[config.mk]
export PLATFORM = sky130hd
export DESIGN_NAME = game_board_mover
export DESIGN_NICKNAME = d
export VERILOG_FILES = /design/src/rtl/game_board_mover.sv
export SDC_FILE = /design/constraint.sdc
export NUM_CORES = 1
export LEC_CHECK = 0
export ABC_AREA = 1
export ABC_CLOCK_PERIOD_IN_PS = 11500
export CAP_MARGIN = 30
export CORE_ASPECT_RATIO = 0.9
export CORE_MARGIN = 3
export CORE_UTILIZATION = 55
export DETAILED_ROUTE_END_ITERATION = 8
export GPL_TIMING_DRIVEN = 0
export PLACE_DENSITY = 0.8
export SLEW_MARGIN = 25
export SYNTH_ARGS = -nofsm -noshare
export SYNTH_HDL_FRONTEND = slang
export SYNTH_SLANG_ARGS = --single-unit
[constraint.sdc]
create_clock -name i_clk -period 11.5 [get_ports i_clk]
set_input_delay 2.875 -clock i_clk [delete_from_list [all_inputs] [get_ports i_clk]]
set_output_delay 2.875 -clock i_clk [all_outputs]
set_load 0.03 [all_outputs]
[src/rtl/game_board_mover.sv]
// Sequences one 2048 move: feeds each of the four rows/columns of the latched board
// to an external push/merge unit and assembles the returned lines into the result board.
module game_board_mover #(
    parameter logic [3:0] WIN_TILE = 4'd11
) (
    input  logic        i_clk,
    input  logic        i_rst,
    input  logic        i_start,
    input  logic [1:0]  i_dir,
    input  logic [63:0] i_board_in,
    output logic [15:0] o_merge_row,
    output logic        o_merge_push_right,
    input  logic [15:0] i_merge_result,
    output logic        o_busy,
    output logic        o_done,
    output logic [63:0] o_board_out,
    output logic        o_moved,
    output logic        o_win,
    output logic        o_dbg_state
);

    // Handshake: i_start is a one-cycle request honoured only while idle (o_busy=0);
    // o_done pulses for one cycle when o_board_out/o_moved/o_win take new values.
    typedef enum logic {S_IDLE = 1'b0, S_PROC = 1'b1} state_t;

    state_t      r_state;
    state_t      w_next_state;
    logic [1:0]  r_idx;
    logic [1:0]  r_dir;
    logic [63:0] r_orig;
    logic [63:0] r_work;
    logic [63:0] r_board_out;
    logic        r_moved;
    logic        r_win;
    logic        r_done;
    logic [15:0] w_line;
    logic [63:0] w_next_work;
    logic        w_win;

    always_ff @(posedge i_clk or posedge i_rst) begin
        if (i_rst) begin
            r_state <= S_IDLE;
        end else begin
            r_state <= w_next_state;
        end
    end

    always_comb begin
        w_next_state = r_state;
        case (r_state)
            S_IDLE: if (i_start) w_next_state = S_PROC;
            S_PROC: if (r_idx == 2'd3) w_next_state = S_IDLE;
            default: w_next_state = S_IDLE;
        endcase
    end

    // dir[1] selects columns: nibble k of line idx is cell (k,idx) instead of (idx,k).
    always_comb begin
        w_line = '0;
        for (int k = 0; k < 4; k++) begin
            if (r_dir[1]) begin
                w_line[k*4 +: 4] = r_orig[(k*4 + int'(r_idx))*4 +: 4];
            end else begin
                w_line[k*4 +: 4] = r_orig[(int'(r_idx)*4 + k)*4 +: 4];
            end
        end
    end

    always_comb begin
        w_next_work = r_work;
        for (int k = 0; k < 4; k++) begin
            if (r_dir[1]) begin
                w_next_work[(k*4 + int'(r_idx))*4 +: 4] = i_merge_result[k*4 +: 4];
            end else begin
                w_next_work[(int'(r_idx)*4 + k)*4 +: 4] = i_merge_result[k*4 +: 4];
            end
        end
    end

    always_comb begin
        w_win = 1'b0;
        for (int i = 0; i < 16; i++) begin
            if (w_next_work[i*4 +: 4] == WIN_TILE) w_win = 1'b1;
        end
    end

    always_ff @(posedge i_clk or posedge i_rst) begin
        if (i_rst) begin
            r_idx       <= 2'd0;
            r_dir       <= 2'd0;
            r_orig      <= '0;
            r_work      <= '0;
            r_board_out <= '0;
            r_moved     <= 1'b0;
            r_win       <= 1'b0;
            r_done      <= 1'b0;
        end else begin
            r_done <= 1'b0;
            if (r_state == S_IDLE && i_start) begin
                r_orig <= i_board_in;
                r_work <= i_board_in;
                r_dir  <= i_dir;
                r_idx  <= 2'd0;
            end else if (r_state == S_PROC) begin
                r_work <= w_next_work;
                r_idx  <= r_idx + 2'd1;
                if (r_idx == 2'd3) begin
                    r_board_out <= w_next_work;
                    r_moved     <= (w_next_work != r_orig);
                    r_win       <= w_win;
                    r_done      <= 1'b1;
                end
            end
        end
    end

    assign o_merge_row        = (r_state == S_PROC) ? w_line : 16'h0000;
    assign o_merge_push_right = (r_state == S_PROC) & r_dir[0];
    assign o_busy             = (r_state == S_PROC);
    assign o_done             = r_done;
    assign o_board_out        = r_board_out;
    assign o_moved            = r_moved;
    assign o_win              = r_win;
    assign o_dbg_state        = r_state;

endmodule

==> impl_metrics.ini <==
[setup_path]
r2r_slack_ns = 6.22
critPathLaunch = r_dir[1]
path_cells = buf_4 -> buf_4 -> buf_4 -> nand2_1 -> inv_1 -> nor2_1 -> o21ai_0 -> nand2_1 -> a21oi_1 -> clkdlybuf4s50_1
crit_arrival_ns = 4.04
r2r_cells = 19
worstReg2RegEnd = o_moved
crit_top_cell = buf_4
slowest_stage = clkdlybuf4s50_1
end_kind = output pin
regToRegStartpoint = r_idx[0]
worstSetupPathType = reg2out
crit_path_max_incr_delay_ns = 0.75
start_kind = flip-flop
worstPathRequired_ns = 8.63
cp_max_fo = 10

[sta]
setup-tns-final_ns = 0
rsz0062_at_grt = no
relSlewSlack = 0.260
setup-violations-final = 0
finalCriticalPeriod_ns = 6.91
worst_pin_slew_ns = 1.11
finalCritPeriodShare = 0.601
fmax_mhz = 145
fin_skew_ns = 0.0162
drv_slew = 0
hold_viol = 0

[clock_network]
postCtsHoldBufs = 0
root_buffer = clkbuf_16
path_clk_slew_ns = 0.08
clock_path_buffers = 2
cts_sinks = 200
cts_tree = yes
ctsResizeCount = 0
post-cts-setup-buffers = 0
numCtsBuffers = 17
htree_levels = 4
clock_latency_ns = 0.47

[run]
maxCapViolCount = 0

[yosys]
synth_nets = 1968
yosys_warnings = 0
synth_edf_count = 0
syn_area_sq_um = 12300
syn_avg_cell_area_sq_um = 6.57
synth_top_area_frac = 0.407
yosys.area.top_type = dfrtp_1
ys_top_cells_by_count = 761 x nand2_1, 200 x dfrtp_1, 173 x inv_1
synth_cell_types = 37
ys_seq_area_frac = 0.407
synth_flop_cell = dfrtp_1
synth_area_leaders = dfrtp_1 41%, nand2_1 23%, o21ai_0 6.5%, nand3_1 6.0%, inv_1 5.3%
synth-seq-cells = 200
synth.most_common_cell = nand2_1
synth-async-reset-ratio = 1.00
synthCells = 1875

[detailed_routing]
wl_per_cell_microns = 26.3
drt_iter0_drc = 2714
drc = 22
wl_microns = 62300
firstDrtPassIters = 9
antenna_left = 0
vias_per_cell = 6.40
vias = 15200

[cells_and_area]
syn2layout_area_growth_pct = 21.9
drive_above_1_share = 0.0375
num_antenna_cells = 0
fillers = 1935
layout.nets = 2159

[hold_path]
min_from = o_board_out[4]
hold_class = reg2reg
holdPathEnd = o_board_out[4]
holdPathStages = 2

[pwr]
powerDensity_nw_per_um2 = 363
leakagePower_nw = 7.42
finalPower_mw = 5.46
ir_drop_uv = 196

[placement]
io_buffers = 170
gp_congestion = 1.24
place_hpwl_microns = 48200

[run_status]
run_status = finished, violations left
violations = design-rule violations

[floorplan]
start_util = 0.564
die_h_microns = 148
rows = 51
dieArea_sq_um = 24200
core_area_sq_um = 21800
fp.dieW_microns = 164
ios = 171

[global_route]
grt_max_degree = 75
grt_pass1_wl_microns = 90300
antenna_found_initial = 0
grt_pass1_vias = 14500
overflow = 0
grt_usage = 0.513
per-stage QoR:
step	instance area, sq um	util	setup WS [ns]	cells	hold WS (ns)
final	15000	0.688	4.59	2370	0.482
after global routing	15000	0.688	4.64	2370	0.510
after CTS	15000	0.688	4.82	2370	0.485
after detailed placement	14400	0.662	5.29	2338	0.464
after global placement	14400	0.659	0.706	2336	0.456
after floorplan	12300	-	3.17	1875	0.442
layer usage:
metal,routed length (microns),up-vias,GRT usage
met4,6060,0,0.383
met1,21200,6867,0.632
li1,-,6418,-
met3,10900,407,0.241
met5,0,-,0
met2,24200,1479,0.694
state kept, by name, summed over array words and instances (netlist names):
| signal | cells |
|---|---|
| o_win | 1 |
| o_board_out | 64 |
| o_done | 1 |
| r_idx | 2 |
| r_dir | 2 |
| o_busy | 1 |
| r_work | 64 |
| o_moved | 1 |
| r_orig | 64 |
worst max path at each step:
| stage | to | slack [ns] | cells past startpoint |
|---|---|---|---|
| floorplan | o_board_out[0] | 3.17 | 1 |
| global placement | o_board_out[16] | 0.71 | 2 |
| detailed placement | o_merge_row[6] | 5.29 | 8 |
| CTS | o_merge_row[6] | 4.82 | 8 |
| global route | o_merge_row[6] | 4.64 | 8 |
| finish | o_merge_row[1] | 4.59 | 10 |
layout make-up:
type | count | area, sq um | share of cell area
well taps | 291 | 364 | 0.0243
inverters | 182 | 691 | 0.0460
clock inverters | 13 | 136 | 0.00909
flip-flops and latches | 200 | 5000 | 0.333
clock buffers | 19 | 433 | 0.0288
multi-input cells | 1408 | 6250 | 0.416
plain buffers | 85 | 378 | 0.0252
repair buffers | 172 | 1760 | 0.117
placed cells by master, fill, tap and decap left out, types with 5 or more instances in the layout:
cell type,netlist,layout
o221ai_1,15,15
a221oi_1,5,5
inv_1,173,172
ha_1,8,8
o21ai_1,9,9
dfrtp_1,200,200
nand4_1,14,14
inv_6,0,5
clkdlybuf4s50_1,0,170
clkbuf_16,0,17
nand2_1,761,761
o211ai_1,36,36
o21ai_0,161,161
buf_1,10,10
buf_2,18,18
a21oi_1,60,60
nor2_1,147,147
buf_4,9,9
nor3_1,6,6
nand3_1,147,147
a31oi_1,8,8
clkbuf_1,47,48
inv_2,7,7
cells by family (layout without fill, tap and decap cells):
kind of cell	Yosys count	in the layout	share of synthesized area
flip-flops	200	200	0.407
AND/OR/NAND/NOR	1089	1089	0.355
AO/OA/AOI/OAI	310	310	0.143
adder cells (fa/ha/maj)	8	8	0.00813
buffers and inverters	267	471	0.0861
XOR/XNOR	1	1	0.000712
report_power, final:
part           internal, mW  leakage [nW]  switching, mW
clock                 0.289         0.275          0.329
sequential             1.02          2.52          0.271
combinational         0.983          4.63           2.56
total                  2.29          7.42           3.16
worst max-delay path: cells and delay by family, from the launching register on:
kind | cells | cell delay, ns
compound gates | 2 | 0.63
buf+inv | 5 | 1.98
flops | 1 | 0.52
simple gates | 3 | 0.43
Note: power is estimated with default switching activity, not from simulation.
